===== src/rtl/down_sampler_pkg.sv =====
// Shared constants and FSM encoding for the 2:1 down-sampler (full-size raster geometry, pixel width).
// Latency: n/a (definitions only).
// Backpressure: n/a (definitions only).
package down_sampler_pkg;
    localparam int PIX_W      = 8;
    localparam int IMG_W_FULL = 1600;
    localparam int IMG_H_FULL = 1200;
    localparam int IMG_W_HALF = IMG_W_FULL / 2;
    localparam int IMG_H_HALF = IMG_H_FULL / 2;
    localparam int CNT_W      = 11;

    typedef enum logic {
        S_KEEP = 1'b0,
        S_DROP = 1'b1
    } ds_state_e;
endpackage


===== src/rtl/down_sampler_line_buffer.sv =====
// Simple dual-port line buffer holding horizontal pixel-pair sums of the previous kept row.
// Latency: 1 cycle read (registered), synchronous write.
// Backpressure: none; read data holds while rd_en is low.
module ds_line_buffer #(
    parameter int DEPTH = 800,
    parameter int AW    = 10,
    parameter int DW    = 9
) (
    input  logic          clk,
    input  logic          wr_en,
    input  logic [AW-1:0] wr_addr,
    input  logic [DW-1:0] wr_dat,
    input  logic          rd_en,
    input  logic [AW-1:0] rd_addr,
    output logic [DW-1:0] rd_dat
);
    logic [DW-1:0] mem [DEPTH];

    always_ff @(posedge clk) begin
        if (wr_en) mem[wr_addr] <= wr_dat;
    end

    always_ff @(posedge clk) begin
        if (rd_en) rd_dat <= mem[rd_addr];
    end
endmodule


===== src/rtl/down_sampler.sv =====
// 2:1 raster decimator: even pixel of every even row; 2x2 rounded box average when DOWN_SAMPLER_AVG_EN is defined.
// Latency: 1 cycle from the accepted input pixel to valid_out.
// Backpressure: rd_en drops combinationally on empty or prog_full; the prog_full margin absorbs in-flight writes.
module down_sampler #(
    parameter int IMG_W = down_sampler_pkg::IMG_W_FULL,
    parameter int IMG_H = down_sampler_pkg::IMG_H_FULL,
    parameter int PIX_W = down_sampler_pkg::PIX_W
) (
    input  logic             clk,
    input  logic             rst,
    input  logic [PIX_W-1:0] din,
    input  logic             valid,
    input  logic             empty,
    output logic             rd_en,
    input  logic             prog_full,
    output logic [PIX_W-1:0] dout,
    output logic             valid_out,
    output logic             frame_done
);
    import down_sampler_pkg::*;

    logic [CNT_W-1:0] col;
    logic [CNT_W-1:0] row;
    ds_state_e        state;
    ds_state_e        state_nxt;
    logic             col_last;
    logic             row_last;
    logic             emit;
    logic [PIX_W-1:0] pix_nxt;

    assign rd_en    = !empty && !prog_full;
    assign col_last = (col == CNT_W'(IMG_W - 1));
    assign row_last = (row == CNT_W'(IMG_H - 1));

    always_comb begin
        state_nxt = state;
        emit      = 1'b0;
        case (state)
            S_KEEP: if (valid && col_last) state_nxt = S_DROP;
            S_DROP: if (valid && col_last) state_nxt = S_KEEP;
        endcase
`ifdef DOWN_SAMPLER_AVG_EN
        emit = valid && (state == S_DROP) && col[0];
`else
        emit = valid && (state == S_KEEP) && !col[0];
`endif
    end

    always_ff @(posedge clk or negedge rst) begin
        if (!rst) state <= S_KEEP;
        else      state <= state_nxt;
    end

    always_ff @(posedge clk or negedge rst) begin
        if (!rst) begin
            col <= '0;
            row <= '0;
        end else if (valid) begin
            if (col_last) begin
                col <= '0;
                row <= row_last ? '0 : row + 1'b1;
            end else begin
                col <= col + 1'b1;
            end
        end
    end

`ifdef DOWN_SAMPLER_AVG_EN
    localparam int LB_DEPTH = IMG_W / 2;
    localparam int LB_AW    = $clog2(LB_DEPTH);

    logic [PIX_W-1:0] prev;
    logic [PIX_W:0]   pair;
    logic [PIX_W:0]   lb_rd_dat;
    logic [PIX_W+1:0] quad;
    logic             lb_wr_en;
    logic             lb_rd_en;

    always_ff @(posedge clk or negedge rst) begin
        if (!rst)                   prev <= '0;
        else if (valid && !col[0])  prev <= din;
    end

    assign pair     = {1'b0, prev} + {1'b0, din};
    assign lb_wr_en = valid && (state == S_KEEP) && col[0];
    // Read issued on the even column so the pair sum is waiting when the odd column arrives.
    assign lb_rd_en = valid && (state == S_DROP) && !col[0];
    assign quad     = {1'b0, lb_rd_dat} + {2'b00, prev} + {2'b00, din} + (PIX_W+2)'(2);
    assign pix_nxt  = quad[PIX_W+1:2];

    ds_line_buffer #(
        .DEPTH (LB_DEPTH),
        .AW    (LB_AW),
        .DW    (PIX_W + 1)
    ) u_line_buffer (
        .clk     (clk),
        .wr_en   (lb_wr_en),
        .wr_addr (col[LB_AW:1]),
        .wr_dat  (pair),
        .rd_en   (lb_rd_en),
        .rd_addr (col[LB_AW:1]),
        .rd_dat  (lb_rd_dat)
    );
`else
    assign pix_nxt = din;
`endif

    always_ff @(posedge clk or negedge rst) begin
        if (!rst) begin
            dout       <= '0;
            valid_out  <= 1'b0;
            frame_done <= 1'b0;
        end else begin
            valid_out  <= emit;
            frame_done <= valid && col_last && row_last;
            if (emit) dout <= pix_nxt;
        end
    end
endmodule

===== config.mk =====
export PLATFORM = sky130hd
export DESIGN_NAME = down_sampler
export DESIGN_NICKNAME = d
export VERILOG_FILES = /design/src/rtl/down_sampler_pkg.sv /design/src/rtl/down_sampler_line_buffer.sv /design/src/rtl/down_sampler.sv
export SDC_FILE = /design/constraint.sdc
export NUM_CORES = 1
export LEC_CHECK = 0
export CAP_MARGIN = 20
export CORE_AREA = 4 4 47 80
export DETAILED_ROUTE_END_ITERATION = 10
export DIE_AREA = 0 0 51 84
export HOLD_SLACK_MARGIN = 0.06
export PLACE_DENSITY = 0.74
export SKIP_LAST_GASP = 1
export SYNTH_ARGS = -nofsm -noshare
export SYNTH_HDL_FRONTEND = slang
export SYNTH_HIERARCHICAL = 1
export SYNTH_SLANG_ARGS = --single-unit

===== constraint.sdc =====
create_clock -name clk -period 2 [get_ports clk]
set_input_delay 0.6 -clock clk [delete_from_list [all_inputs] [get_ports clk]]
set_output_delay 0.6 -clock clk [all_outputs]
set_load 0.01 [all_outputs]

==> results.cfg, run 1 <==
[critical_path]
arrival_ps = 1240
cp_max_fo = 1
critPathMaxStageDelay_ps = 400
regToRegSetupSlack_ps = 250
cp-start-kind = primary input
slowest_stage = clkdlybuf4s50_1
cp-end-kind = output pin
path_cells = clkdlybuf4s50_1, nor2_1, clkbuf_2
required_ps = 1400
critical_path_class = primary input to output pin

[yosys]
syn_avg_cell_area_um2 = 10.79
seq_area_frac_synth_pct = 53.14
syn_inst = 144
yosysUniqueCellTypes = 36
syn_nets = 159
yosys_warnings = 6
synth_seq_cells = 33
syn_area_um2 = 1554

[drt]
totalWireLength_um = 3191
vias_per_cell = 5.457
first_pass_iters = 4
wire_per_inst_um = 14.44
drc = 0
antenna_left = 0
drt_iter0_markers = 17
vias = 1206

[placed_design]
port_buffers = 23
pre_cts_slack_ps = -340.3
dp_hpwl_um = 2399
gp_congestion = 0.7545
place_area_um2 = 1879

[global_route]
grtUsageTotal_pct = 18.11
grt_pass1_wl_um = 5747
grt_antenna_before_repair = 0
grt_pass1_vias = 1291
grt_max_degree = 34
grt-ovfl-total = 0

[floorplan]
ioPinCount = 24
die_area_um2 = 4284
die_w_um = 51
core_um2 = 3142
initial_core_util_pct = 49.46
rows = 27
die_h_um = 84

[sta]
hold_violations = 0
setup_viol = 0
fin_crit_ps = 1844
hold_ws_ps = 481.0
final.period_utilization_pct = 92.20
timing.final.ws_setup_ps = 156.0
slew_violations = 0
tightest_slew_ps = 408.9
finClkSkew_ps = 5.201
slew_headroom_pct = 72.74
rsz0062_at_grt = no
fmax_mhz = 542.3

[clock_network]
cts-resized-gates = 2
cts_buffer_depth = 2
cts_hold_buffers = 0
cts.sinks = 33
cts_tree = done
post_cts_buffers = 0
clock_latency_ps = 290
h-tree-depth = 2
cts_buffers = 5
clk_pin_slew_ps = 60
root_buffer = clkbuf_8

[finish]
finalNetCount = 193
seqCellArea_um2 = 825.8
design_area_um2 = 1959
nFillCells = 273
layout-drive-gt1-share_pct = 16.85
diodes = 0
area_growth_pct = 26.09
multi_input_area_um2 = 686.9

[power_and_ir_drop]
powerDensity_nw_per_um2 = 834.7
power.leakage_uw = 0.0008520
vdd_drop_max_mv = 0.5681

[run_status]
status = finished clean

[worst_hold_path]
hp-class = register to register

[flow_run]
cap_violations = 0
sequential cells by signal, indices dropped and copies added, names as in the netlist:
signal,flops
valid_out,1
state,1
frame_done,1
col,11
dout,8
row,11
final timing paths:
path,startpoint,to,cells after the start
worst max-delay path,empty,rd_en,3
worst min-delay path,state,state,1
worst max register to register,col[7],row[10],4
worst min register to register,state,state,1
max in group asynchronous,rst,col[8],2
min in group asynchronous,rst,row[8],2
Yosys cell counts:
master / number / share of area [%]
nand4_1: 4 / 1.6
o22ai_1: 1 / 0.40
nand2b_1: 2 / 0.81
buf_6: 1 / 0.72
nor4b_4: 1 / 1.5
nor2_1: 7 / 1.7
clkbuf_2: 1 / 0.32
mux2_2: 8 / 5.8
o21bai_1: 1 / 0.48
o31ai_1: 1 / 0.48
o211ai_1: 1 / 0.48
a41oi_1: 1 / 0.56
dfrtp_1: 33 / 53
and4_2: 1 / 0.64
nand3_1: 11 / 3.5
and4_1: 2 / 1.1
and3b_1: 1 / 0.56
xor2_1: 3 / 1.7
nand2_1: 20 / 4.8
and3_1: 2 / 0.81
nand4_4: 1 / 1.4
a21oi_1: 4 / 1.3
nand4bb_1: 1 / 0.72
ha_1: 2 / 1.6
or4_1: 2 / 0.97
o21ai_0: 8 / 2.6
a31oi_1: 3 / 1.2
or2b_1: 1 / 0.48
clkbuf_1: 2 / 0.48
nor3_1: 1 / 0.32
nor3b_1: 1 / 0.48
inv_1: 2 / 0.48
and3_2: 2 / 0.97
xnor2_1: 7 / 3.9
or3_1: 3 / 1.2
buf_2: 2 / 0.64
metal layers:
layer,part of all wire (%),GRT usage [%]
met3,6.1,7.692
met2,55,32.08
met5,0,0
met1,36,17.32
met4,2.0,8.088
logic make-up (layout without fill, tap and decap cells):
logic type,after synthesis,count (layout),share of synthesized area [%]
and+or+nand+nor,63,63,23.67
muxes,8,8,5.797
buffers and inverters,8,42,2.657
DFF,33,33,53.14
xor gates and xnor gates,10,10,5.636
adders and majority gates,2,2,1.610
AOI/OAI and AO/OA,20,20,7.489
critical path: cells and delay by family:
kind | cells | cell delay [ps]
AND/OR/NAND/NOR | 1 | 110
buffers and inverters | 2 | 540
through the flow:
step	util (%)	power [µW]	std cells	setup TNS (ps)
3_5_place_dp	59.82	1149	214	-4754
2_1_floorplan	-	979.2	144	0
5_1_grt	62.37	1731	221	0
6_report	62.37	1636	221	0
4_1_cts	62.49	1657	221	0
3_3_place_gp	59.82	1127	214	-3178
layout make-up:
class                   instances  share of cell area, %
flip-flops and latches         33                  42.15
multi-input cells             103                  35.06
repair buffers                 33                  15.26
clock buffers                   7                  4.406
well taps                      43                  2.746
inverters                       2                 0.3831
power breakdown:
part	leakage (µW)	internal, µW	switching, µW
sequential	0.000426	757	77.5
combinational	0.000381	177	121
clock	0.0000443	273	230
layout by cell type, fill, tap and decap left out, types with 2 or more instances in the layout:
master           synthesis  final
nand3_1                 11     11
nand2_1                 20     20
a31oi_1                  3      3
clkdlybuf4s50_1          0     21
nor2_1                   7      7
xnor2_1                  7      7
dfrtp_1                 33     33
o21ai_0                  8      8
and3_2                   2      2
nand2b_1                 2      2
or4_1                    2      2
and4_1                   2      2
xor2_1                   3      3
inv_1                    2      2
a21oi_1                  4      4
clkbuf_8                 0      6
ha_1                     2      2
buf_4                    0     10
and3_1                   2      2
or3_1                    3      3
mux2_2                   8      8
nand4_1                  4      4
(Power assumes the default switching activity.)
==> inputs of run 2 (changes only) <==
--- a/config.mk
+++ b/config.mk
@@ -5,12 +5,13 @@
 export SDC_FILE = /design/constraint.sdc
 export NUM_CORES = 1
 export LEC_CHECK = 0
+export ABC_AREA = 1
 export CAP_MARGIN = 20
-export CORE_AREA = 4 4 47 80
+export CORE_AREA = 4 4 49 84
 export DETAILED_ROUTE_END_ITERATION = 10
-export DIE_AREA = 0 0 51 84
+export DIE_AREA = 0 0 53 88
 export HOLD_SLACK_MARGIN = 0.06
-export PLACE_DENSITY = 0.74
+export PLACE_DENSITY = 0.76
 export SKIP_LAST_GASP = 1
 export SYNTH_ARGS = -nofsm -noshare
 export SYNTH_HDL_FRONTEND = slang
==> run 2 against run 1 <==
Fmax decreased by 6.5%. Clock-buffer cell count is the same. Clock power increased by 29%. Combinational power rose by 50%. Cell area rose by 13%. Critical path depth is the same. Synthesized cell count is 68% higher. Worst setup slack worse by 130 ps. Utilization rose by 2.7 points. Final cell count up 45%.
==> results.cfg, run 2 <==
[critical_path]
arrival_ps = 1370
critical_path_class = primary input to output pin
cp-end-kind = output pin
cp-start-kind = primary input
required_ps = 1400
cp_max_fo = 1

[drt]
met1_length_um = 1413
dr_wl_met3_um = 186
met2_length_um = 2080
drc = 0
vias = 1570
wire_per_inst_um = 11.81
drt_iter0_markers = 29
vias_per_cell = 4.906
antenna_left = 0
totalWireLength_um = 3780
maxUsedRoutingLayer = met4
first_pass_iters = 4

[global_route]
grt_pass1_vias = 1608
grt_pass1_wl_um = 6637
grt_antenna_before_repair = 0
grt_max_degree = 34
grt-ovfl-total = 0
grtUsageTotal_pct = 19.56

[floorplan]
die_area_um2 = 4664
die_h_um = 88
rows = 28
initial_core_util_pct = 52.58
die_w_um = 53
core_um2 = 3398
ioPinCount = 24

[yosys]
seq_area_frac_synth_pct = 46.22
synth_commonest_cells = 100 x nand2_1, 33 x dfrtp_1, 27 x nor2_1, 21 x inv_1, 15 x nand3_1
yosys_warnings = 6
synth_area_leader_cell = dfrtp_1
synth-edff-count = 0
syn_nets = 257
synth_seq_cells = 33
yosysUniqueCellTypes = 26
syn_area_um2 = 1787
synth.area.top_cells = dfrtp_1 46%, nand2_1 21%, nor2_1 5.7%
async_flop_share_pct = 100.0
syn_avg_cell_area_um2 = 7.383
synth_top_flop_cell = dfrtp_1
syn_inst = 242
synth.most_common_cell = nand2_1
synth_top_area_share_pct = 46.22

[sta]
slew_headroom_pct = 72.81
slew_violations = 0
final.period_utilization_pct = 98.56
hold_ws_ps = 471.2
fmax_mhz = 507.3
setup_viol = 0
rsz0062_at_grt = no
tightest_slew_ps = 404.8
finClkSkew_ps = 9.720
fin_crit_ps = 1971
hold_violations = 0

[placed_design]
dpl.cell_count = 312
dp_hpwl_um = 2850
gp_congestion = 0.8679
port_buffers = 23
place_area_um2 = 2095

[finish]
layout_common_cells = 100 x nand2_1, 33 x dfrtp_1, 27 x nor2_1
seqCellArea_um2 = 825.8
nFillCells = 305
design_area_um2 = 2210
finalNetCount = 289
top_regs = col: 11 flops, row: 11 flops, dout: 8 flops
area_growth_pct = 23.67
layout-drive-gt1-share_pct = 10.55
multi_input_area_um2 = 847.1
diodes = 0
layout_commonest_cell = nand2_1
final_cells = 320

[clock_network]
cts_buffers = 5
cts.sinks = 33
cts_buffer_depth = 2
clock_latency_ps = 290
clk_pin_slew_ps = 70
post_cts_buffers = 0
root_buffer = clkbuf_8
cts_tree = done
h-tree-depth = 2

[run_status]
status = finished clean

[power_and_ir_drop]
power.leakage_uw = 0.001154
powerDensity_nw_per_um2 = 898.7
vdd_drop_max_mv = 0.6456

[worst_hold_path]
hp-class = register to register

[flow_run]
cap_violations = 0
==> run 2: cell types whose count changed in the layout (fill, tap and decap cells not counted), sizes merged, moves of 4 or more <==
cell / delta
nand2: +85
nor2: +26
inv: +23
mux2: -8
buf: -5
nand3: +5
nand4: -5
nor3: +5
xnor2: -5
and3: -4
==> run 2: metrics by stage <==
stage          total power (µW)  setup slack (ps)  util (%)  setup TNS [ps]
6_report                   1986             28.79     65.02               0
5_1_grt                    2110             19.42     65.02               0
4_1_cts                    2008             22.02     65.02               0
3_5_place_dp               1354            -241.1     61.63          -241.1
3_3_place_gp               1341            -227.5     61.63          -227.5
2_1_floorplan              1166             584.2         -               0
==> run 2: path summary, 6_finish.rpt <==
kind,from,endpoint,slack [ps],depth (start not counted)
min reg2reg,dout[6],dout[6],470,2
max reg2reg,col[0],row[0],490,8
max in group asynchronous,rst,row[8],980,2
max,empty,rd_en,30,3
min in group asynchronous,rst,dout[3],710,2
min,dout[6],dout[6],470,2
==> run 2: routing by layer <==
metal | global-route usage, % | up-vias
met5 | 0 | -
met4 | 9.767 | 0
met3 | 5.451 | 9
met2 | 36.88 | 32
met1 | 18.28 | 727
li1 | - | 802
==> run 2: cell families (layout without fill, tap and decap cells) <==
| family | count (synthesis) | count (layout) | synth area share (%) |
|---|---|---|---|
| AOI/OAI and AO/OA | 9 | 9 | 2.521 |
| xor gates and xnor gates | 7 | 7 | 3.431 |
| adders and majority gates | 2 | 2 | 1.400 |
| buffers and inverters | 29 | 62 | 6.372 |
| DFF | 33 | 33 | 46.22 |
| and+or+nand+nor | 162 | 162 | 40.06 |
==> run 2: where the power goes <==
group          total, µW  internal (µW)  switching [µW]
sequential           892            783             109
combinational        448            207             241
clock                647            406             241
total               1990           1400             590
==> run 2: repair_timing <==
| item | 4_1_cts | 5_1_grt |
|---|---|---|
| setup endpoints to repair | 1 | 0 |
| hold buffers | 0 | 0 |
| gates resized for setup | 1 | 0 |
==> run 2: cell type report <==
type	instances	area share (%)
repair buffers	28	12.06
flip-flops and latches	33	37.37
clock inverters	1	1.359
inverters	26	4.417
well taps	45	2.548
clock buffers	7	3.907
multi-input cells	180	38.34
==> run 2: critical path, stage by stage <==
cell and delay [ps]:
clkdlybuf4s50_1 460, nor2_1 40, dlygate4sd2_1 270
==> inputs of run 3 (changes only) <==
--- a/config.mk
+++ b/config.mk
@@ -7,9 +7,9 @@
 export LEC_CHECK = 0
 export ABC_AREA = 1
 export CAP_MARGIN = 20
-export CORE_AREA = 4 4 49 84
+export CORE_AREA = 4 4 60 68
 export DETAILED_ROUTE_END_ITERATION = 10
-export DIE_AREA = 0 0 53 88
+export DIE_AREA = 0 0 64 72
 export HOLD_SLACK_MARGIN = 0.06
 export PLACE_DENSITY = 0.76
 export SKIP_LAST_GASP = 1
==> run 3 against run 2 <==
Total power shrank 8.4%. Clock skew shrank 5.4 ps. Clock-buffer cell count shrank 1. Clock power shrank 25%. Critical path depth is the same. Worst setup slack gained 4.5 ps. Critical path type unchanged. Critical endpoint unchanged. Largest cell class unchanged. Highest routed layer unchanged.
==> results.cfg, run 3 (synthesis results as in run 2) <==
[run_status]
status = finished clean

[floorplan]
die_w_um = 64
ioPinCount = 24
initial_core_util_pct = 51.31
die_h_um = 72
rows = 23
die_area_um2 = 4608
core_um2 = 3482

[clock_network]
post_cts_buffers = 0
clk_pin_slew_ps = 70
cts_buffers = 5
root_buffer = clkbuf_8
cts_hold_buffers = 0
cts-resized-gates = 1
cts.sinks = 33
cts_buffer_depth = 2
h-tree-depth = 2
clock_latency_ps = 280
cts_tree = done

[sta]
tightest_slew_ps = 420.9
hold_ws_ps = 472.5
rsz0062_at_grt = no
hold_violations = 0
fin_crit_ps = 1967
slew_headroom_pct = 71.94
setup_viol = 0
fmax_mhz = 508.5
setup-tns-final_ps = 0
final.period_utilization_pct = 98.33
finClkSkew_ps = 4.271
slew_violations = 0

[flow_run]
cap_violations = 0

[critical_path]
cp_max_fo = 1
cp-start-kind = primary input
arrival_ps = 1370
critPathMaxStageDelay_ps = 390
cp-end-kind = output pin
path_cells = clkdlybuf4s50_1, nor2_1, dlygate4sd2_1
required_ps = 1400
critical_path_class = primary input to output pin
slowest_stage = clkdlybuf4s50_1

[finish]
top_regs = col: 11 flops, row: 11 flops, dout: 8 flops
finalNetCount = 289
layout_common_cells = 100 x nand2_1, 33 x dfrtp_1, 27 x nor2_1
design_area_um2 = 2182
fin_util_pct = 62.67
area_growth_pct = 22.13
nFillCells = 310
layout-drive-gt1-share_pct = 10.55
layout_commonest_cell = nand2_1
seqCellArea_um2 = 825.8
multi_input_area_um2 = 847.1
diodes = 0

[drt]
antenna_left = 0
totalWireLength_um = 3545
vias = 1543
wire_per_inst_um = 10.91
first_pass_iters = 4
drc = 0
vias_per_cell = 4.748
drt_iter0_markers = 67

[global_route]
grt_max_degree = 34
grt-ovfl-total = 0
grt_pass1_wl_um = 6341
grt_antenna_before_repair = 0
grtUsageTotal_pct = 17.67
grt_pass1_vias = 1475

[placed_design]
gp_congestion = 0.8926
port_buffers = 23
place_area_um2 = 2101
dp_hpwl_um = 2612

[power_and_ir_drop]
vdd_drop_max_mv = 0.3570
power.leakage_uw = 0.001141
powerDensity_nw_per_um2 = 833.8
total_power_uw = 1820

[worst_hold_path]
hp-class = register to register
-- run 3: through the flow --
stage,setup WS (ps),std cells
global placement,-229.8,317
CTS,24.77,325
global route,1.517,325
detailed placement,-250.6,317
floorplan,584.2,242
finish,33.33,325
-- run 3: critical path, delay by kind of cell --
kind	cells	cell delay [ps]
buffers and inverters	2	660
AND/OR/NAND/NOR	1	100
-- run 3: path summary, 6_finish.rpt --
check	from	to	slack (ps)	cells past startpoint
worst max-delay path	empty	rd_en	30	3
worst min-delay path	dout[7]	dout[7]	470	2
worst max register to register	col[0]	row[0]	500	8
worst min register to register	dout[7]	dout[7]	470	2
max in group asynchronous	rst	col[9]	970	2
min in group asynchronous	rst	col[4]	720	2
-- run 3: report_power, final --
group | internal, µW | switching [µW] | total (µW)
Sequential | 783 | 111 | 894
Clock | 241 | 245 | 486
Combinational | 207 | 233 | 440
Total | 1230 | 589 | 1820
-- run 3: area by class of cell --
type,instances,share of cell area (%)
flip-flops and latches,33,37.84
repair buffers,28,12.21
inverters,26,4.472
multi-input cells,180,38.82
clock buffers,6,3.326
clock inverters,2,0.4587
well taps,50,2.867
-- run 3: per-layer routing --
metal | part of all wire, % | up-vias | GRT usage [%] | wire length (µm)
met5 | 0 | - | 0 | 0
met4 | 1.9 | 0 | 8.633 | 66
met3 | 4.0 | 7 | 4.644 | 141
met2 | 46 | 25 | 29.05 | 1640
met1 | 48 | 708 | 21.53 | 1696
li1 | - | 803 | - | -
